===== src/rtl/noise_tensor_filler.sv =====
// noise_tensor_filler: fills ch x side x side BRAM elements with per-lane LFSR noise,
// LANES elements per word, one beat per accepted bram_we/bram_ready handshake.
module noise_tensor_filler #(
  parameter int DATA_WIDTH = 16,
  parameter int FRAC_WIDTH = 13,
  parameter int LANES      = 1,
  parameter int MAX_CH     = 4,
  parameter int MAX_SIZE   = 5,
  parameter int ADDR_WIDTH = 16
) (
  input  logic                             clk,
  input  logic                             rst_n,
  input  logic                             start,
  input  logic                             abort,
  input  logic [2:0]                       size,
  input  logic [$clog2(MAX_CH+1)-1:0]      ch_count,
  input  logic [31:0]                      seed,
  output logic [ADDR_WIDTH-1:0]            bram_addr,
  output logic [LANES*DATA_WIDTH-1:0]      bram_wdata,
  output logic                             bram_we,
  input  logic                             bram_ready,
  output logic                             busy,
  output logic                             done,
  output logic                             aborted
);
  localparam int CW = $clog2(MAX_CH+1);
  localparam int LG = $clog2(LANES);
  if (DATA_WIDTH > 32 || FRAC_WIDTH >= DATA_WIDTH || LANES < 1 || LANES > 16 ||
      (LANES & (LANES - 1)) != 0) begin : g_bad_param
    $error("noise_tensor_filler: unsupported parameter set");
  end
  typedef enum logic [1:0] {S_IDLE, S_LOAD, S_FILL, S_DONE} state_t;
  state_t r_state, w_next;
  logic [2:0]            w_size;
  logic [CW-1:0]         w_ch;
  logic [31:0]           w_elems;
  logic [ADDR_WIDTH-1:0] r_last, r_addr;
  logic [31:0]           r_seed;
  logic                  r_aborted, w_fire;
  assign w_size  = (size > 3'(MAX_SIZE)) ? 3'(MAX_SIZE) : size;
  assign w_ch    = (ch_count == '0) ? CW'(1) : (ch_count > CW'(MAX_CH)) ? CW'(MAX_CH) : ch_count;
  assign w_elems = 32'(w_ch) << (5'd4 + {1'b0, w_size, 1'b0});
  assign w_fire  = (r_state == S_FILL) && bram_ready;
  always_ff @(posedge clk or negedge rst_n)
    if (!rst_n) r_state <= S_IDLE;
    else        r_state <= w_next;
  always_comb begin
    w_next = r_state;
    case (r_state)
      S_IDLE:  w_next = start ? S_LOAD : S_IDLE;
      S_LOAD:  w_next = S_FILL;
      // abort takes priority over completing on the last beat
      S_FILL:  w_next = abort ? S_IDLE : (w_fire && r_addr == r_last) ? S_DONE : S_FILL;
      default: w_next = S_IDLE;
    endcase
  end
  always_ff @(posedge clk or negedge rst_n)
    if (!rst_n) begin
      r_last    <= '0;
      r_seed    <= '0;
      r_addr    <= '0;
      r_aborted <= 1'b0;
    end else begin
      r_aborted <= (r_state == S_FILL) && abort;
      if (r_state == S_IDLE && start) begin
        r_last <= ADDR_WIDTH'((w_elems >> LG) - 32'd1);
        r_seed <= seed;
      end
      if (r_state == S_LOAD) r_addr <= '0;
      else if (w_fire)       r_addr <= r_addr + 1'b1;
    end
  for (genvar k = 0; k < LANES; k++) begin : g_lane
    localparam logic [31:0] MIX = 32'(k) * 32'h9E3779B9;
    logic [31:0]           r_lfsr;
    logic [DATA_WIDTH-1:0] w_word;
    always_ff @(posedge clk or negedge rst_n)
      if (!rst_n)                 r_lfsr <= 32'h1;
      else if (r_state == S_LOAD) r_lfsr <= ((r_seed ^ MIX) == '0) ? 32'h1 : (r_seed ^ MIX);
      else if (w_fire)            r_lfsr <= {r_lfsr[30:0], r_lfsr[31] ^ r_lfsr[21] ^ r_lfsr[1] ^ r_lfsr[0]};
    assign w_word = r_lfsr[31 -: DATA_WIDTH];
    assign bram_wdata[k*DATA_WIDTH +: DATA_WIDTH] = {w_word[DATA_WIDTH-1], w_word[DATA_WIDTH-1:1]};
  end
  assign bram_addr = r_addr;
  assign bram_we   = (r_state == S_FILL);
  assign busy      = (r_state == S_LOAD) || (r_state == S_FILL);
  assign done      = (r_state == S_DONE);
  assign aborted   = r_aborted;
endmodule


===== config.mk =====
export PLATFORM = sky130hd
export DESIGN_NAME = noise_tensor_filler
export DESIGN_NICKNAME = d
export VERILOG_FILES = /design/src/rtl/noise_tensor_filler.sv
export SDC_FILE = /design/constraint.sdc
export NUM_CORES = 1
export LEC_CHECK = 0
export CORE_MARGIN = 1.5
export CORE_UTILIZATION = 31
export DETAILED_ROUTE_END_ITERATION = 16
export PLACE_DENSITY = 0.51
export SLEW_MARGIN = 20
export SYNTH_ARGS = -nofsm -noshare
export SYNTH_HDL_FRONTEND = slang
export SYNTH_SLANG_ARGS = --single-unit

===== constraint.sdc =====
create_clock -name clk -period 2.4 [get_ports clk]
set_clock_uncertainty 0.15 [all_clocks]
set_input_delay 0.48 -clock clk [delete_from_list [all_inputs] [get_ports clk]]
set_output_delay 0.48 -clock clk [all_outputs]
set_load 0.02 [all_outputs]

==> reports/metrics.cfg, run 1 <==
[outcome]
status = finished, final reports clean

[global_routing]
overflow = 0
grt_pass1_wl_um = 22780
grt_max_degree = 80
grtUsageTotal_pct = 15.95
grt_pass1_vias = 4383
antenna_found_initial = 0

[worst_setup_path]
critPathKind = in2reg
cp.required_ps = 2480
crit_chain = clkdlybuf4s15_1, nand2b_4, inv_6, ha_4, or2_4, buf_6, a2111oi_4, buf_4, nor3_4, and3_1, a221o_1
crit_arrival_ps = 2380
reg2reg_depth = 7
reg2reg_slack_ps = 200
max_stage_delay_ps = 290
end_kind = register
cp_slowest_cell = a221o_1
worst_setup_path_start_kind = input port
rr_startpoint = r_state[0]
reg2reg_to = r_state[0]
crit_fanout = 4

[routing]
wl_per_cell_um = 14.98
drc_errors = 0
vias = 4234
drt_pass1_iterations = 5
detail_route.vias_per_cell = 4.720
drtIter0Drc = 317
ant_nets = 0
wl_um = 13440

[power_and_ir_drop]
powerDensity_nw_per_um2 = 987.3
total_power_mw = 6.789
ir_worst_vdd_uv = 408.7
p_leak_nw = 2.922

[hold_path]
holdPathStages = 2
holdPathEnd = r_last[7]
min_path_type = reg2reg
hold_start = r_last[7]

[synth]
syn_nets = 635
syn_avg_cell_area_um2 = 9.015
ys_seq_area_share_pct = 47.08
synth_flop_cell = dfrtp_1
syn_area_um2 = 5265
ys_warn_count = 0
netlist_instances = 584
synthArstFlopShare_pct = 100.0
synth_edf_count = 0
ys_types = 53
synth-seq-cells = 99

[sta]
max_freq_mhz = 434.0
setup_tns_ps = 0
setup_viol = 0
finalCriticalPeriod_ps = 2304
worst_slack_ps = 95.93
maxSlewViolCount = 0
slew_headroom_pct = 54.21
finalCritPeriodShare_pct = 96.00
tightest_slew_ps = 686.8
rsz0062_at_grt = no
hold_violations = 0

[clock_tree]
cts_max_path_buffers = 2
cts_root_buf = clkbuf_16
cts_tree = yes
cts_max_level = 3
insertion_delay_ps = 350
clk_pin_slew_ps = 60
cts_made_buffers = 9
cts.sinks = 99

[placement]
dp_worst_setup_slack_ps = -506.6
io_buffer_count = 78
dp_hpwl_um = 9881
placed_cell_area_um2 = 6526
place_congestion = 0.8458

[floorplanning]
die_w_um = 133.3
ios = 79
fp.dieH_um = 133.3
die_area_um2 = 17770
row_count = 47
core_area_um2 = 16580
start_util_pct = 31.75

[layout]
fin_util_pct = 41.47
antenna_cells = 0
fin_nets = 723
final_common_cell = nand2_1
drive_gt1_share_pct = 13.88
layout_common_cells = nand2_1, dfrtp_1, clkdlybuf4s50_1
finalInstanceArea_um2 = 6877
area_growth_pct = 30.61

[flow_run]
drv_cap = 0

[cells in the mapped netlist, types with 10 or more instances]
cell type | n | area, um2
clkbuf_1 | 23 | 86.33
xnor2_1 | 27 | 236.5
nand3_1 | 17 | 85.08
nand2_1 | 144 | 540.5
dfrtp_1 | 98 | 2452
nor4_1 | 10 | 62.56
a21oi_1 | 18 | 90.09
nor2_1 | 35 | 131.4
buf_4 | 17 | 127.6
nand4_1 | 10 | 62.56
mux2i_1 | 34 | 340.3
o21ai_0 | 49 | 245.2
[worst max-delay path: cells and delay by family]
family | cells | cell delay, ps
buffers and inverters | 4 | 570
AOI/OAI and AO/OA | 2 | 550
and+or+nand+nor | 4 | 580
adders and majority gates | 1 | 210
[routing by layer]
layer / vias to the layer above / track usage (%) / routed length (um)
li1: 2140 / - / -
met4: 0 / 5.374 / 200
met3: 13 / 2.017 / 330
met5: - / 0 / 0
met2: 62 / 25.27 / 6137
met1: 2019 / 22.57 / 6769
[power by group]
group          internal [mW]  total, mW  switching (mW)
sequential              2.33       2.88           0.545
clock                  0.850       1.51           0.664
combinational           1.11       2.40            1.29
[logic make-up after synthesis]
family,synth area share [%]
flip-flops,47.08
buffers and inverters,5.632
multiplexers,6.963
XOR/XNOR,5.490
adder cells (fa/ha/maj),1.901
AND/OR/NAND/NOR,23.08
AO/OA/AOI/OAI,9.863
[sequential cells by signal, summed over array words and instances, names as in the netlist]
register / count
aborted: 1
r_last: 16
g_lane.r_lfsr: 32
bram_addr: 16
r_seed: 32
r_state: 2
[how the worst max path moves through the flow]
stage | to | slack (ps) | start
finish | r_last[15] | 100 | size[1]
global route | r_last[14] | 0.5 | ch_count[2]
CTS | r_last[15] | 70 | size[0]
detailed placement | r_last[15] | -510 | size[2]
global placement | r_last[15] | -480 | size[2]
floorplan | r_last[12] | -120 | size[2]
[metrics by stage]
stage                     std cells  hold WS, ps
after floorplan                 584        34.41
after global placement          879        332.4
after detailed placement        879        341.8
after CTS                       896        355.8
after global routing            897        376.4
final                           897        348.9
[timing repair]
item / in CTS / in global routing
cloned: 0 / 0
setup endpoints to repair: 14 / 8
resized for setup: 5 / 11
hold endpoints to repair: 40 / 0
hold buffers: 1 / 0
buffers inserted: 0 / 1
pin swaps: 0 / 3
[cell type report]
| class | count | area, um2 |
|---|---|---|
| Clock buffer | 10 | 239.0 |
| Sequential cell | 99 | 2479 |
| Tap cell | 220 | 275.3 |
| Timing Repair Buffer | 128 | 1211 |
| Fill cell | 1677 | 9707 |
| Multi-Input combinational cell | 427 | 2569 |
| Clock inverter | 6 | 72.57 |
| Inverter | 7 | 31.28 |
Note: power is estimated with default switching activity, not from simulation.
==> inputs of run 2 (changes only) <==
- CORE_UTILIZATION: 31 -> 35
- PLACE_DENSITY: 0.51 -> 0.56
==> run 2 against run 1 <==
Effect of this change:
- core utilization up 4.7 points
- highest routed layer unchanged
- cell area down 2.1%
- total power down 3.1%
- first-iteration DRC count down 2.5%
- largest cell class unchanged
- register-to-register slack worse by 50 ps
- sequential share of layout area up 0.78 points
- hold slack better by 2.8 ps
==> reports/metrics.cfg, run 2 (synthesis gave the netlist of run 1 again) <==
[outcome]
status = finished, final reports clean  ; unchanged

[sta]
worst_slack_ps = 97.42  ; was 95.93 ps
worst_hold_slack_ps = 351.7  ; was 348.9 ps
slew_headroom_pct = 53.92  ; was 54.21%
finalCriticalPeriod_ps = 2303  ; was 2304 ps
tightest_slew_ps = 691.2  ; was 686.8 ps
maxSlewViolCount = 0  ; unchanged
finalCritPeriodShare_pct = 95.94  ; was 96.00%
hold_violations = 0  ; unchanged
setup_viol = 0  ; unchanged
setup_tns_ps = 0  ; unchanged
max_freq_mhz = 434.3  ; was 434.0 MHz
rsz0062_at_grt = no  ; unchanged

[floorplanning]
die_w_um = 125.7  ; was 133.3 um
die_area_um2 = 15790  ; was 17,770 um2
ios = 79  ; unchanged
row_count = 44  ; was 47
fp.dieH_um = 125.7  ; was 133.3 um
core_area_um2 = 14590  ; was 16,580 um2
start_util_pct = 36.09  ; was 31.75%

[clock_tree]
cts_made_buffers = 9  ; unchanged
cts_max_path_buffers = 2  ; unchanged
insertion_delay_ps = 340  ; was 350 ps
cts_root_buf = clkbuf_16  ; unchanged
cts.sinks = 99  ; unchanged
clk_pin_slew_ps = 60  ; about the same
post_cts_buffers = 0  ; unchanged
cts_max_level = 3  ; unchanged
cts_tree = yes  ; unchanged

[global_routing]
antenna_found_initial = 0  ; unchanged
grtUsageTotal_pct = 16.80  ; was 15.95%
overflow = 0  ; unchanged
grt_pass1_wl_um = 21510  ; was 22,780 um
grt_max_degree = 80  ; unchanged
grt_pass1_vias = 4200  ; was 4,383

[routing]
wl_per_cell_um = 14.83  ; was 14.98 um
drtIter0Drc = 309  ; was 317
vias = 4236  ; was 4,234
ant_nets = 0  ; unchanged
detail_route.vias_per_cell = 4.937  ; was 4.720
wl_um = 12720  ; was 13,440 um
drc_errors = 0  ; unchanged
drt_pass1_iterations = 4  ; was 5

[power_and_ir_drop]
pwr-share-comb_pct = 35.8  ; was 35.3%
total_power_mw = 6.581  ; was 6.789 mW
p_leak_nw = 2.856  ; was 2.922 nW
power.switching_mw = 2.450  ; was 2.496 mW
swShare_pct = 37.23  ; was 36.77%
p_clk_share_pct = 20.6  ; was 22.3%
ir_worst_vdd_uv = 509.1  ; was 408.7 uV
pwr-share-seq_pct = 43.7  ; was 42.4%
powerDensity_nw_per_um2 = 977.6  ; was 987.3 nW/um2
internal_power_mw = 4.131  ; was 4.293 mW

[flow_run]
drv_cap = 0  ; unchanged

[placement]
dp_hpwl_um = 9426  ; was 9881 um
dp_worst_setup_slack_ps = -523.2  ; was -506.6 ps
io_buffer_count = 78  ; unchanged
place_inst = 841  ; was 879
place_congestion = 0.8556  ; was 0.8458

[worst_setup_path]
crit_fanout = 7  ; was 4
worst_setup_path_start_kind = input port  ; unchanged
end_kind = register  ; unchanged
cp.required_ps = 2510  ; was 2480 ps
crit_arrival_ps = 2410  ; was 2380 ps
critPathKind = in2reg  ; unchanged

[layout]
top_regs = g_lane.r_lfsr (32), r_seed (32)  ; unchanged
area_growth_pct = 27.85  ; was 30.61%
layout_common_cells = nand2_1, dfrtp_1, clkdlybuf4s50_1  ; unchanged
antenna_cells = 0  ; unchanged
drive_gt1_share_pct = 13.06  ; was 13.88%
fin_cells = 858  ; was 897
final_common_cell = nand2_1  ; unchanged
fin_nets = 720  ; was 723

[hold_path]
min_path_type = reg2reg  ; unchanged

-- run 2: layout make-up --
type | instances | area, um2
clock buffers | 10 | 229.0
clock inverters | 6 | 48.80
fillers | 1404 | 7858
inverters | 7 | 31.28
multi-input cells | 427 | 2560
flip-flops and latches | 99 | 2479
well taps | 184 | 230.2
repair buffers | 125 | 1154
-- run 2: timing repair --
item	4_1_cts	5_1_grt
gates resized for setup	5	1
endpoints found under the hold margin	22	0
hold buffers	1	0
setup endpoints to repair	14	1
-- run 2: path summary, 6_finish.rpt --
path	slack [ps]	cells after the start	from	endpoint
setup / recovery	100	7	size[0]	r_last[14]
hold / removal	350	2	r_last[5]	r_last[5]
setup reg to reg	150	7	r_state[0]	r_state[0]
hold reg to reg	350	2	r_last[5]	r_last[5]
max in group asynchronous	1020	3	rst_n	g_lane[0].r_lfsr[30]
min in group asynchronous	430	2	rst_n	r_last[11]
-- run 2: power groups by stage --
stage	Combinational, mW	Clock, mW	Sequential [mW]
detailed placement	2.39	0	2.91
global placement	2.35	0	2.89
floorplan	1.75	0	2.75
finish	2.35	1.35	2.88
CTS	2.39	1.39	2.88
global route	2.65	1.47	2.98
-- run 2: critical path, cell delays in order --
cell,delay [ps]
clkdlybuf4s50_1,590
buf_4,200
and2_1,210
a2111oi_4,60
buf_4,180
or4b_1,500
a31oi_1,180
-- run 2: metrics by stage --
stage	instance area [um2]	util, %
floorplan	5341	-
global placement	6441	44.15
detailed placement	6441	44.15
CTS	6726	46.11
global route	6731	46.14
finish	6731	46.14
-- run 2: layer usage --
layer	GRT usage, %	vias up	wire length (um)
met1	24.00	2002	6284
met4	5.214	0	190
met5	0	-	0
met3	2.591	17	437
met2	26.34	84	5807
li1	-	2133	-
